### src/rtl/if_fetch.sv
// Instruction fetch stage: one outstanding imem request at a time, a registered instruction
// handed to decode over valid/ready, and execute redirects that flush and kill in-flight data.
module if_fetch #(
  parameter logic [63:0] RESET_PC = 64'h0000_0000_8000_0000,
  parameter logic [31:0] NOP_INST = 32'h0000_0013
) (
  input  logic        clk,
  input  logic        rst,
  output logic        imem_req,
  output logic [63:0] imem_addr,
  input  logic        imem_gnt,
  input  logic        imem_rvalid,
  input  logic [31:0] imem_rdata,
  input  logic        jmp_ena,
  input  logic [63:0] jmp_target,
  input  logic        id_ready,
  output logic        inst_valid,
  output logic [31:0] inst,
  output logic [63:0] inst_addr,
  output logic [63:0] fetch_cnt
);

  typedef enum logic [0:0] {StReq, StWait} state_e;

  state_e      state_q, state_d;
  logic [63:0] pc_q, pc_d;
  logic [63:0] req_pc_q, req_pc_d;
  logic        kill_q, kill_d;
  logic        inst_valid_q, inst_valid_d;
  logic [31:0] inst_q, inst_d;
  logic [63:0] inst_addr_q, inst_addr_d;
  logic [63:0] fetch_cnt_q, fetch_cnt_d;

  logic accept;
  logic fire;

  assign accept = inst_valid_q & id_ready;

  // A new request only goes out once the held instruction is gone or leaving this cycle.
  assign imem_req  = ~rst & (state_q == StReq) & (~inst_valid_q | id_ready);
  assign imem_addr = pc_q;
  assign fire      = imem_req & imem_gnt;

  assign inst_valid = inst_valid_q;
  assign inst       = inst_q;
  assign inst_addr  = inst_addr_q;
  assign fetch_cnt  = fetch_cnt_q;

  always_comb begin
    state_d      = state_q;
    pc_d         = pc_q;
    req_pc_d     = req_pc_q;
    kill_d       = kill_q;
    inst_valid_d = inst_valid_q;
    inst_d       = inst_q;
    inst_addr_d  = inst_addr_q;
    fetch_cnt_d  = fetch_cnt_q;

    if (accept) begin
      inst_valid_d = 1'b0;
      inst_d       = NOP_INST;
      fetch_cnt_d  = fetch_cnt_q + 64'd1;
    end

    case (state_q)
      StReq: begin
        if (fire) begin
          state_d  = StWait;
          req_pc_d = pc_q;
          pc_d     = pc_q + 64'd4;
          kill_d   = jmp_ena;
        end
      end
      StWait: begin
        if (imem_rvalid) begin
          state_d = StReq;
          kill_d  = 1'b0;
          if (~kill_q & ~jmp_ena) begin
            inst_valid_d = 1'b1;
            inst_d       = imem_rdata;
            inst_addr_d  = req_pc_q;
          end
        end else if (jmp_ena) begin
          kill_d = 1'b1;
        end
      end
      default: state_d = StReq;
    endcase

    // Redirect wins over the sequential PC and any freshly loaded word.
    if (jmp_ena) begin
      pc_d         = jmp_target & ~64'd3;
      inst_valid_d = 1'b0;
      inst_d       = NOP_INST;
    end
  end

  always_ff @(posedge clk) begin
    if (rst) begin
      state_q      <= StReq;
      pc_q         <= RESET_PC;
      req_pc_q     <= RESET_PC;
      kill_q       <= 1'b0;
      inst_valid_q <= 1'b0;
      inst_q       <= NOP_INST;
      inst_addr_q  <= 64'd0;
      fetch_cnt_q  <= 64'd0;
    end else begin
      state_q      <= state_d;
      pc_q         <= pc_d;
      req_pc_q     <= req_pc_d;
      kill_q       <= kill_d;
      inst_valid_q <= inst_valid_d;
      inst_q       <= inst_d;
      inst_addr_q  <= inst_addr_d;
      fetch_cnt_q  <= fetch_cnt_d;
    end
  end

endmodule

### config.mk
export PLATFORM = sky130hd
export DESIGN_NAME = if_fetch
export DESIGN_NICKNAME = d
export VERILOG_FILES = /design/src/rtl/if_fetch.sv
export SDC_FILE = /design/constraint.sdc
export NUM_CORES = 1
export LEC_CHECK = 0
export ABC_AREA = 1
export CAP_MARGIN = 25
export CELL_PAD_IN_SITES_DETAIL_PLACEMENT = 1
export CELL_PAD_IN_SITES_GLOBAL_PLACEMENT = 1
export CORE_ASPECT_RATIO = 1.1
export CORE_MARGIN = 4
export CORE_UTILIZATION = 38
export DETAILED_ROUTE_END_ITERATION = 12
export PLACE_DENSITY_LB_ADDON = 0.1
export SKIP_CTS_REPAIR_TIMING = 1
export SLEW_MARGIN = 15
export SYNTH_ARGS = -nofsm -noshare
export SYNTH_HDL_FRONTEND = slang
export SYNTH_SLANG_ARGS = --single-unit
export TNS_END_PERCENT = 5
### constraint.sdc
create_clock -name clk -period 2.5 [get_ports clk]
set_clock_uncertainty 0.05 [all_clocks]
set_input_delay 0.5 -clock clk [delete_from_list [all_inputs] [get_ports clk]]
set_output_delay 0.5 -clock clk [all_outputs]
set_load 0.05 [all_outputs]
==> impl_results.html <==
<table>
<tr><th>Metric</th><th>Value</th></tr>
<tr><th colspan="2">Run status</th></tr>
<tr><td>Run status</td><td>finished, final reports clean</td></tr>
<tr><th colspan="2">Critical path</th></tr>
<tr><td>Path depth of the worst reg2reg path</td><td>10</td></tr>
<tr><td>CP Max Fanout</td><td>6</td></tr>
<tr><td>Critical path arrival</td><td>1.90 ns</td></tr>
<tr><td>Cell with the biggest individual delay on the critical path</td><td>sky130_fd_sc_hd__clkdlybuf4s50_1</td></tr>
<tr><td>WS Path Type</td><td>flop to output pin</td></tr>
<tr><td>Worst r2r src</td><td>imem_addr[13]$_SDFFE_PP0P_</td></tr>
<tr><td>Largest stage delay, worst path</td><td>0.89 ns</td></tr>
<tr><td>Gate family responsible for the most delay along the worst path</td><td>buffers and inverters</td></tr>
<tr><td>R2r setup slk</td><td>0.43 ns</td></tr>
<tr><td>Worst-path cell chain</td><td>clkdlybuf4s50_1</td></tr>
<tr><td>Worst Setup End Kind</td><td>output pin</td></tr>
<tr><td>Destination of the worst register-to-register timing path</td><td>imem_addr[43]$_SDFFE_PP0P_</td></tr>
<tr><td>Crit start category</td><td>flop</td></tr>
<tr><td>Worst path bufs/invs</td><td>1</td></tr>
<tr><td>WP data required</td><td>1.95 ns</td></tr>
<tr><th colspan="2">Clocking</th></tr>
<tr><td>Inserted Clock Buffers</td><td>35</td></tr>
<tr><td>Source-to-sink clock delay at the later pin of the worst-skew pair</td><td>0.53 ns</td></tr>
<tr><td>Maximum count of clock buffers along a single path</td><td>3</td></tr>
<tr><td>Clock-pin slew of the registers on the worst-case setup and hold paths</td><td>0.06 ns</td></tr>
<tr><td>Root Driver</td><td>sky130_fd_sc_hd__clkbuf_16</td></tr>
<tr><td>Total number of H-tree levels</td><td>2</td></tr>
<tr><td>CTS tree</td><td>yes</td></tr>
<tr><td>Sinks on Clock Net</td><td>285</td></tr>
<tr><th colspan="2">Run</th></tr>
<tr><td>Max-cap check violation count</td><td>0</td></tr>
<tr><th colspan="2">Routing</th></tr>
<tr><td>Per-cell routed wire length</td><td>18.5 um</td></tr>
<tr><td>Count of routing violations after the opening detailed-route iteration</td><td>699</td></tr>
<tr><td>Total number of vias</td><td>14500</td></tr>
<tr><td>First-pass iteration count of the detailed router</td><td>6</td></tr>
<tr><td>Antenna Nets Post-Route</td><td>0</td></tr>
<tr><td>Final wirelength</td><td>52.5 mm</td></tr>
<tr><td>Vias/cell</td><td>5.10</td></tr>
<tr><td>DR DRC count</td><td>0</td></tr>
<tr><th colspan="2">STA</th></tr>
<tr><td>Slew Viols, Final</td><td>0</td></tr>
<tr><td>Count of endpoints failing setup in the final report</td><td>0</td></tr>
<tr><td>Unrepaired setup endpoints after global routing</td><td>false</td></tr>
<tr><td>WHS</td><td>0.414 ns</td></tr>
<tr><td>Clock period minus worst slack</td><td>2.45 ns</td></tr>
<tr><td>Pin slew with the least headroom to its limit</td><td>0.619 ns</td></tr>
<tr><td>Fin crit share</td><td>97.9%</td></tr>
<tr><td>Headroom to the max-slew limit</td><td>58.6%</td></tr>
<tr><td>Final hold violation count</td><td>0</td></tr>
<tr><td>Maximum clock frequency</td><td>409 MHz</td></tr>
<tr><td>Final TNS setup</td><td>0 ns</td></tr>
<tr><th colspan="2">Worst hold path</th></tr>
<tr><td>Worst Hold Launch</td><td>jmp_ena</td></tr>
<tr><td>Hold endpoint</td><td>imem_addr[14]$_SDFFE_PP0P_</td></tr>
<tr><td>Worst min-delay path category</td><td>input pin to flop</td></tr>
<tr><td>Worst hold path stage count</td><td>4</td></tr>
<tr><th colspan="2">Power</th></tr>
<tr><td>Peak VDD IR</td><td>596 uV</td></tr>
<tr><td>Power per unit of standard cell area</td><td>623 nW/um2</td></tr>
<tr><td>Static power due to leakage</td><td>7.30 nW</td></tr>
<tr><th colspan="2">Layout</th></tr>
<tr><td>Fraction of final layout cells with drive strength greater than 1</td><td>7.66%</td></tr>
<tr><td>Area added between synthesis and finish</td><td>37.2%</td></tr>
<tr><td>Nets@finish</td><td>2445</td></tr>
<tr><td>Post-route cell area</td><td>18700 um2</td></tr>
<tr><th colspan="2">Placed design</th></tr>
<tr><td>Port bufs</td><td>321</td></tr>
<tr><td>Final GP Congestion</td><td>0.959</td></tr>
<tr><td>Placed inst area</td><td>17500 um2</td></tr>
<tr><td>Detailed-placement wirelength estimate</td><td>39.7 mm</td></tr>
<tr><th colspan="2">Global route</th></tr>
<tr><td>Maximum number of pins on one net before global-route repair</td><td>95</td></tr>
<tr><td>Aggregate global-route resource usage</td><td>26.2%</td></tr>
<tr><td>First-pass GRT wire length</td><td>82.5 mm</td></tr>
<tr><td>Number of global-route vias before repair</td><td>15100</td></tr>
<tr><td>Leftover overflow at the end of global routing</td><td>0</td></tr>
<tr><td>Antenna violations before repair</td><td>2</td></tr>
<tr><th colspan="2">Synth</th></tr>
<tr><td>Top cell types by occurrence after synthesis</td><td>sky130_fd_sc_hd__nand2_1 (422), sky130_fd_sc_hd__nor2_1 (369), sky130_fd_sc_hd__dfxtp_1 (285)</td></tr>
<tr><td>Area share of the largest cell type after synthesis</td><td>41.8%</td></tr>
<tr><td>EDFF count, synth</td><td>0</td></tr>
<tr><td>Fraction of registers with async set/reset</td><td>0%</td></tr>
<tr><td>Top flip-flop cell by instance count after synthesis</td><td>sky130_fd_sc_hd__dfxtp_1</td></tr>
<tr><td>Most used standard cell by instance count after synthesis</td><td>sky130_fd_sc_hd__nand2_1</td></tr>
<tr><td>Gate count after technology mapping</td><td>2031</td></tr>
<tr><td>Number of warnings reported in the yosys synthesis log</td><td>0</td></tr>
<tr><td>Seq/Total Area, Yosys</td><td>41.8%</td></tr>
<tr><td>Register bit count reported by yosys</td><td>285</td></tr>
<tr><td>Distinct cell type count of the synthesized netlist</td><td>43</td></tr>
<tr><td>Average cell area after synthesis</td><td>6.72 um2</td></tr>
<tr><td>Biggest area contributors in the synthesized netlist</td><td>sky130_fd_sc_hd__dfxtp_1 (42%), sky130_fd_sc_hd__nand2_1 (12%), sky130_fd_sc_hd__nor2_1 (10%)</td></tr>
<tr><td>Largest area contributor in the synthesized netlist</td><td>sky130_fd_sc_hd__dfxtp_1</td></tr>
<tr><td>Post-synthesis cell area</td><td>13700 um2</td></tr>
<tr><th colspan="2">Floorplan</th></tr>
<tr><td>Core region area</td><td>35300 um2</td></tr>
<tr><td>Area enclosed by the die boundary</td><td>39000 um2</td></tr>
<tr><td>Starting utilization of the core area</td><td>38.7%</td></tr>
<tr><td>Die height</td><td>207 um</td></tr>
<tr><td>Number of top-level design ports</td><td>328</td></tr>
<tr><td>Floorplan die width</td><td>189 um</td></tr>
<tr><td>Site row count</td><td>72</td></tr>
</table>
## worst register-to-register path, cell delays in order, from the launching register on
cell,delay (ns)
sky130_fd_sc_hd__dfxtp_1,0.48
sky130_fd_sc_hd__nand2_1,0.13
sky130_fd_sc_hd__nor2_1,0.24
sky130_fd_sc_hd__nand2_1,0.11
sky130_fd_sc_hd__nor2_1,0.11
sky130_fd_sc_hd__nand2_1,0.29
sky130_fd_sc_hd__inv_2,0.21
sky130_fd_sc_hd__nand2_1,0.09
sky130_fd_sc_hd__nand2_1,0.08
sky130_fd_sc_hd__nand3_1,0.07
sky130_fd_sc_hd__a21oi_1,0.12
## power by group
group	total (W)	internal (W)	switching [W]	leakage, nW
Clock	0.00541	0.00334	0.00207	0.598
Combinational	0.00141	0.000501	0.000911	4.39
Sequential	0.00485	0.00470	0.000150	2.32
Total	0.0117	0.00854	0.00313	7.30
## layout by cell type, fill, tap and decap left out, drive strengths merged
master         count
dfxtp            285
clkinv             8
nand4             32
nor2             403
nand2            441
buf               41
and3               1
o31ai              1
clkinvlp           1
diode              2
nand3            159
or3                1
o21ai            225
xor2              32
o21bai             1
a211oi             1
o211ai             3
o21a               2
and2               1
nand3b             4
conb               4
clkbuf            47
bufinv             5
a21oi             93
nor3              16
ha                 2
xnor2              8
inv              206
dlymetal6s2s       2
clkdlybuf4s50    316
a221oi             1
a31oi             19
o211a              1
nor3b              1
o21ba              1
## area by class of cell
class	count	area (um2)
multi-input cells	1453	6820
well taps	481	602
clock buffers	47	1000
diodes	2	5.00
fillers	4594	16600
repair buffers	359	3610
inverters	207	779
flip-flops and latches	285	5710
clock inverters	13	218
## sequential cells by signal, indices dropped and copies added (netlist names)
| signal | count |
|---|---|
| imem_addr | 62 |
| inst | 32 |
| inst_valid | 1 |
| kill_q | 1 |
| inst_addr | 62 |
| state_q | 1 |
| req_pc_q | 62 |
| fetch_cnt | 64 |
## layer usage
metal / track usage [%] / part of all wire (%)
met1: 31.3 / 42
met2: 47.8 / 50
met3: 4.27 / 4.4
met4: 9.08 / 3.3
met5: 0 / 0
## metrics by stage
stage | cells | setup slack (ns) | total power, W | util, %
after floorplan | 2034 | 0.222 | 0.00573 | -
after global placement | 2785 | 0.132 | 0.00633 | 49.6
after detailed placement | 2785 | 0.0865 | 0.00636 | 49.6
after CTS | 2845 | -0.0185 | 0.0118 | 53.0
after global routing | 2847 | 0.00461 | 0.0121 | 53.0
final | 2847 | 0.0521 | 0.0117 | 53.0
## worst max path at each step
| stage | startpoint | end | slack, ns | cells after the start |
|---|---|---|---|---|
| 6_report | fetch_cnt[51]$_SDFFE_PP0P_ | fetch_cnt[51] | 0.05 | 1 |
| 5_1_grt | imem_addr[11]$_SDFFE_PP0P_ | imem_addr[11] | 0.005 | 1 |
| 4_1_cts | imem_addr[31]$_SDFFE_PP1P_ | imem_addr[31] | -0.02 | 2 |
| 3_5_place_dp | id_ready | fetch_cnt[42]$_SDFFE_PP0P_ | 0.09 | 9 |
| 3_3_place_gp | id_ready | fetch_cnt[42]$_SDFFE_PP0P_ | 0.13 | 9 |
| 2_1_floorplan | rst | imem_req | 0.22 | 4 |
## cells by family after synthesis
family,after synthesis,share of synthesized area (%)
adder cells (fa/ha/maj),2,0.183
AO/OA/AOI/OAI,348,13.2
buffers and inverters,296,8.52
XOR/XNOR,40,2.57
other,1,0.0275
flip-flops,285,41.8
AND/OR/NAND/NOR,1059,33.7
Note: power is estimated with default switching activity, not from simulation.
